## config.mk

```make
export PLATFORM = sky130hd
export DESIGN_NAME = geo_seq_gen
export DESIGN_NICKNAME = d
export VERILOG_FILES = /design/src/rtl/geo_seq_pkg.sv /design/src/rtl/geo_seq_mul.sv /design/src/rtl/geo_seq_gen.sv
export SDC_FILE = /design/constraint.sdc
export NUM_CORES = 1
export LEC_CHECK = 0
export CAP_MARGIN = 20
export CORE_AREA = 2 2 73 75
export CTS_CLUSTER_DIAMETER = 100
export DETAILED_ROUTE_END_ITERATION = 6
export DIE_AREA = 0 0 75 77
export GPL_TIMING_DRIVEN = 0
export PLACE_DENSITY_LB_ADDON = 0.25
export SYNTH_ARGS = -nofsm -noshare
export SYNTH_HDL_FRONTEND = slang
export SYNTH_HIERARCHICAL = 1
export SYNTH_SLANG_ARGS = --single-unit
```

## constraint.sdc

```tcl
create_clock -name clk -period 10.15 [get_ports clk]
set_clock_uncertainty 0.15 [all_clocks]
set_input_delay 3.045 -clock clk [delete_from_list [all_inputs] [get_ports clk]]
set_output_delay 3.045 -clock clk [all_outputs]
set_load 0.05 [all_outputs]
```

## src/rtl/geo_seq_pkg.sv

```systemverilog
// Shared types and default parameters for the geometric-sequence generator.
package geo_seq_pkg;

  typedef enum logic [1:0] {
    IDLE = 2'd0,
    RUN  = 2'd1,
    DONE = 2'd2
  } geo_state_t;

  localparam int GEO_WIDTH    = 8;
  localparam int GEO_FACTOR_W = 4;
  localparam int GEO_CNT_W    = 8;
  localparam int GEO_INIT     = 1;

endpackage

```

## src/rtl/geo_seq_mul.sv

```systemverilog
// Combinational step: next_term = term * factor, wrapping by default or
// saturating to all-ones when GEO_SEQ_SATURATE_EN is defined.
module geo_seq_mul
  import geo_seq_pkg::*;
#(
  parameter int WIDTH    = GEO_WIDTH,
  parameter int FACTOR_W = GEO_FACTOR_W
) (
  input  logic [WIDTH-1:0]    term,
  input  logic [FACTOR_W-1:0] factor,
  output logic [WIDTH-1:0]    next_term,
  output logic                ovf_now
);

  localparam int PW = WIDTH + FACTOR_W;

  logic [PW-1:0] product;

  // Full-width product so the bits above WIDTH reveal overflow.
  assign product = PW'(term) * PW'(factor);
  assign ovf_now = |product[PW-1:WIDTH];

`ifdef GEO_SEQ_SATURATE_EN
  assign next_term = ovf_now ? {WIDTH{1'b1}} : product[WIDTH-1:0];
`else
  assign next_term = product[WIDTH-1:0];
`endif

endmodule

```

## src/rtl/geo_seq_gen.sv

```systemverilog
// Geometric-sequence generator: emits seed*factor^k on a valid/ready stream.
// Saturating arithmetic is selected with the GEO_SEQ_SATURATE_EN macro.
module geo_seq_gen
  import geo_seq_pkg::*;
#(
  parameter int               WIDTH    = GEO_WIDTH,
  parameter int               FACTOR_W = GEO_FACTOR_W,
  parameter int               CNT_W    = GEO_CNT_W,
  parameter logic [WIDTH-1:0] INIT     = WIDTH'(GEO_INIT)
) (
  input  logic                clk,
  input  logic                rst_n,
  input  logic                start,
  input  logic [WIDTH-1:0]    seed,
  input  logic [FACTOR_W-1:0] factor,
  input  logic [CNT_W-1:0]    count,
  output logic                out_valid,
  input  logic                out_ready,
  output logic [WIDTH-1:0]    out_data,
  output logic                busy,
  output logic                done,
  output logic                overflow
);

  geo_state_t          state_q, state_d;
  logic [WIDTH-1:0]    term_q;
  logic [WIDTH-1:0]    next_term;
  logic [FACTOR_W-1:0] factor_q;
  logic [CNT_W-1:0]    remaining_q;
  logic                overflow_q;
  logic                ovf_now;
  logic                accept;
  logic                handshake;

  geo_seq_mul #(
    .WIDTH    (WIDTH),
    .FACTOR_W (FACTOR_W)
  ) u_mul (
    .term      (term_q),
    .factor    (factor_q),
    .next_term (next_term),
    .ovf_now   (ovf_now)
  );

  // Stream: a term transfers on any rising edge where out_valid && out_ready;
  // out_valid never drops and out_data never changes until that transfer.
  assign accept    = (state_q == IDLE) && start;
  assign handshake = out_valid && out_ready;

  always_ff @(posedge clk or negedge rst_n) begin
    if (!rst_n) begin
      state_q <= IDLE;
    end else begin
      state_q <= state_d;
    end
  end

  always_comb begin
    state_d   = state_q;
    out_valid = 1'b0;
    busy      = 1'b0;
    done      = 1'b0;
    case (state_q)
      IDLE: begin
        if (start) state_d = (count != '0) ? RUN : DONE;
      end
      RUN: begin
        out_valid = 1'b1;
        busy      = 1'b1;
        if (out_ready && (remaining_q == CNT_W'(1))) state_d = DONE;
      end
      DONE: begin
        busy    = 1'b1;
        done    = 1'b1;
        state_d = IDLE;
      end
      default: state_d = IDLE;
    endcase
  end

  always_ff @(posedge clk or negedge rst_n) begin
    if (!rst_n) begin
      term_q      <= INIT;
      factor_q    <= '0;
      remaining_q <= '0;
      overflow_q  <= 1'b0;
    end else if (accept) begin
      overflow_q <= 1'b0;
      if (count != '0) begin
        term_q      <= seed;
        factor_q    <= factor;
        remaining_q <= count;
      end
    end else if (handshake) begin
      // The product after the last term is still checked for overflow.
      term_q      <= next_term;
      remaining_q <= remaining_q - CNT_W'(1);
      if (ovf_now) overflow_q <= 1'b1;
    end
  end

  assign out_data = term_q;
  assign overflow = overflow_q;

endmodule
```

-- Yosys cells after proc, flatten, opt, wreduce, memory -nomap -nowiden
Cells that the tools add are included.
- add/subtract/negate cells: 1
- multiply operators: 1
- equality and inequality tests: 6
- mux-type cells: 16
- reduce and logical (&&, ||, !) cells: 13
- operators with widths (operator ; number):
    $mux 8 ; 6
    $mul 8x4->12 ; 1
    $eq 8x1->1 const B ; 1
    $reduce_and 2->1 ; 4
    $reduce_bool 8->1 ; 1
    $sub 8x1->8 const B ; 1
    $mux 1 ; 6
    $mux 2 ; 3
    $ne 2x2->1 const B ; 2
    $pmux 2 s2 ; 1
    $reduce_bool 2->1 ; 2
    $reduce_or 4->1 ; 1
    $logic_and 1x1->1 ; 3
    $eq 2x1->1 const B ; 1
    $eq 2x2->1 const B ; 1
    $logic_not 2->1 ; 1
    $ne 2x1->1 const B ; 1
    $reduce_or 2->1 ; 1
- register bits after elaboration: 23
- input bits: 24
- output and inout port bits: 12
- word-level logic and storage cells: 42

-- Logic depth before layout (Yosys ltp)
- depth after elaboration: 5
- depth in mapped cells: 14
- depth with buffers taken out: 13

-- Hierarchy
Netlist, hierarchy kept.
- by module, submodules not included (module ; instances ; cells each ; area each (um^2) ; sequential area each (um^2)):
    geo_seq_gen ; 1 ; 133 ; 1330.0 ; 576.8
    geo_seq_mul ; 1 ; 133 ; 1034.7 ; 0.0

-- Worst setup path after synthesis
Ideal clock, no wire load.
- path type: input to register
- from: input count[6]
- to: register remaining_q[5]
- library setup time: 127 ps
- data arrival time: 3913 ps
- required time: 9873 ps
- path slack: 5960 ps
- stages: 5
- path buffers: 1
- cell sequence: nor4_4 > a21oi_2 > buf_6 > a311oi_2 > nor3_2
- cells in the longest elaborated chain, start to end: 3
- RTL lines (what ; line ; source):
    from (decl) ; geo_seq_gen.sv:16 ; input logic [CNT_W-1:0] count,
    $reduce_bool 8->1 ; geo_seq_gen.sv:89 ; if (count != '0) begin
    $ne 2x1->1 (no line) ; n/a ;
    $reduce_and 2->1 (no line) ; n/a ;
    to (signal assigned) ; geo_seq_gen.sv:92 ; remaining_q <= count;
    to (signal assigned) ; geo_seq_gen.sv:97 ; remaining_q <= remaining_q - CNT_W'(1);
    to (decl) ; geo_seq_gen.sv:29 ; logic [CNT_W-1:0] remaining_q;
Every way passes these cells.
A chain may end at the register's enable or synchronous reset.

-- Worst setup path after layout
- from: register state_q[1]
- to: output out_valid
- cells in the longest elaborated chain, start to end: 2
- RTL lines (what ; line ; source):
    from (decl) ; geo_seq_gen.sv:25 ; geo_state_t state_q, state_d;
    from (signal assigned) ; geo_seq_gen.sv:54 ; state_q <= state_d;
    $eq 2x1->1 ; geo_seq_gen.sv:63 ; case (state_q)
    $mux 1 ; geo_seq_gen.sv:63 ;
    to (decl) ; geo_seq_gen.sv:17 ; output logic out_valid,
Every way passes these cells.

==> summary.txt <==
Placed design
  – Final estimated routing congestion in global placement: 0.8720
  – I/O Buffers: 35
  – Dpl ws: 5.345 ns
  – Hpwl dp: 4.288 mm

Final layout
  – # diodes: 0
  – Filler cell count: 469
  – Fin util: 57.77%
  – Layout cells sized above 1: 9.477%
  – Commonest non-fill, non-tap cell in the layout: nand2_1
  – Layout area overhead: 21.59%
  – Most frequent cells in the layout: nand2_1 (37), clkdlybuf4s50_1 (35), inv_1 (32)
  – Nets: 364

Global route
  – Largest net degree at the start of global routing: 24
  – Global-route usage over all layers: 20.56%
  – Global-route wire length before repair: 9.356 mm
  – Initial antenna violation count: 0
  – GRT Residual Overflow: 0
  – Vias in the first global route: 2076

Setup path
  – Crit end category: output port
  – Critical path's top delay family: buffers and inverters
  – Crit Path Max Fanout: 6
  – R2R Setup Slk: 6.22 ns
  – Crit-path cells: inv_1, ha_1, clkdlybuf4s50_1
  – Worst Setup SP: state_q[1]$_DFFE_PN0P_
  – Critical-path top delay cell: clkdlybuf4s50_1
  – Buf+Inv Stages, Crit Path: 2
  – R2R depth: 13
  – Reg2reg start: out_data[0]$_DFFE_PN1P_
  – Critical path depth in cells: 3
  – Worst path max stage delay: 0.83 ns
  – Critical R2R Capture: overflow$_DFFE_PN0P_
  – Arr. time, crit path: 1.82 ns
  – Critical Path RT: 6.96 ns
  – Critical Path End: out_valid
  – Worst setup SP type: flip-flop
  – Critical path type: reg -> out

Clock network
  – Clk_lat worst skew: 0.27 ns
  – # clock sinks: 23
  – CTS Root Buffer Type: clkbuf_8
  – Cts hold-fix bufs: 0
  – Post-CTS Resized: 0
  – CTS Buffer Depth: 2
  – Post-CTS Setup Repair Bufs: 0
  – CTS buffer count: 3
  – Clock transition at the registers of the reported paths: 0.08 ns
  – CTS tree: built
  – H-tree lvl count: 1

Logic synthesis
  – Cells after synthesis: 266
  – Synth Warn #: 6
  – Ys async rst share: 100.0%
  – Sequential element share of the synthesized area: 24.39%
  – Post-synth net total: 323
  – Number of flops mapped to enable cells by yosys: 0
  – Syn_area_per_cell: 8.890 um2
  – Yosys top cell area share: 23.28%
  – Largest cells by area after synthesis: dfrtp_1 (23%), ha_1 (11%), fa_1 (10%), nand2_1 (5.9%), and2_1 (5.6%)
  – Synth area leader: dfrtp_1
  – Synth Register Bits: 23
  – Synth Cell Area: 2365 um2
  – Synth unique cells: 60
  – Main synth FF type: dfrtp_1

Routing
  – Routed wire per std cell: 14.47 um
  – Residual DRC: 0
  – Drt pass-1 iters: 4
  – Number of routed nets with antenna violations: 0
  – Initial DRC Count: 59
  – Via density: 5.364
  – Vias: 2017
  – Total wire length: 5.442 mm

Floorplanning
  – Floorplan die height: 77 um
  – CORE AREA: 4977 um2
  – I/O Pins: 36
  – Initial Utilization: 47.51%
  – Die W: 75 um
  – Die area: 5775 um2
  – Rows: 26

STA
  – Max Slew Vio Count: 0
  – Setup Viol. Count Final: 0
  – Final worst slack: 5.138 ns
  – Fin crit share: 49.38%
  – Setup_tns: 0 ns
  – Worst hold margin: 0.3730 ns
  – RSZ-0062 raised after global routing: false
  – Tmin final: 5.012 ns
  – Slew margin rel.: 52.88%
  – Worst Max-Slew Pin Slew: 0.7015 ns
  – Final Hold Fails: 0
  – Max Fclk: 199.5 MHz

Flow run
  – Maxcap violations: 0

Run status
  – Outcome: completed

Hold path
  – HP Class: reg -> reg
-- worst min path at each step --
stage	startpoint	end	slack (ns)	cells after the start
floorplan	remaining_q[7]$_DFFE_PN0P_	remaining_q[7]$_DFFE_PN0P_	0.33	1
global placement	overflow$_DFFE_PN0P_	overflow$_DFFE_PN0P_	0.34	2
detailed placement	overflow$_DFFE_PN0P_	overflow$_DFFE_PN0P_	0.36	2
CTS	overflow$_DFFE_PN0P_	overflow$_DFFE_PN0P_	0.38	2
global route	overflow$_DFFE_PN0P_	overflow$_DFFE_PN0P_	0.40	2
finish	overflow$_DFFE_PN0P_	overflow$_DFFE_PN0P_	0.37	2
-- sequential cells by signal, indices dropped and copies added (netlist names) --
register / count
factor_q: 4
out_data: 8
overflow: 1
remaining_q: 8
state_q: 2
-- per-layer routing --
metal | part of all wire, % | GRT usage, % | up-vias
li1 | - | - | 1004
met1 | 44 | 26.00 | 973
met2 | 52 | 37.02 | 33
met3 | 2.7 | 1.314 | 7
met4 | 1.4 | 5.179 | 0
met5 | 0 | 0 | -
-- Yosys cell counts (all sizes together) (2+ instances only) --
cell type and instances:
a211oi 2, a21oi 9, a221o 2, a22oi 2, a2bb2oi 2, a31oi 11
and2 21, buf 8, clkbuf 2, dfrtp 22, fa 12, ha 21
inv 32, mux2 4, nand2 37, nand2b 5, nand3 4, nor2 9
nor3 10, nor4 5, o211ai 3, o21ai 10, o221ai 2, o22ai 2
xnor2 3
-- cell type report --
cell class,instances,area (um2),share of cell area [%]
Multi-Input combinational cell,201,1605,55.83
Sequential cell,23,576.8,20.06
Timing Repair Buffer,36,377.9,13.14
Inverter,32,120.1,4.178
Tap cell,70,87.58,3.046
Buffer,10,62.56,2.176
Clock buffer,4,45.04,1.567
-- cells by family (layout without fill, tap and decap cells) --
logic type	Yosys count	in the layout	share of synthesized area, %
AO/OA/AOI/OAI	58	58	18.41
XOR/XNOR	3	3	1.111
adder cells (fa/ha/maj)	33	33	21.27
buffers and inverters	42	82	7.725
flip-flops	23	23	24.39
multiplexers	5	5	2.963
AND/OR/NAND/NOR	102	102	24.13
-- worst register-to-register path, stage by stage (launching register included) --
cell and delay, ns:
dfstp_2 0.59, nand2_1 0.09, fa_1 0.55, inv_1 0.06
fa_1 0.56, inv_1 0.06, fa_1 0.45, nand2b_1 0.18
a21oi_1 0.30, a31oi_1 0.13, nor4_1 0.19, nand4_1 0.23
a31oi_1 0.22, nor2_1 0.06
-- through the flow --
stage / cells / cell area (um2)
finish: 376 / 2875
global route: 376 / 2875
CTS: 375 / 2848
detailed placement: 371 / 2803
global placement: 371 / 2803
floorplan: 266 / 2365
Power is not shown: default switching activity piles up to over one toggle a cycle in this logic, so the estimate is an artifact.
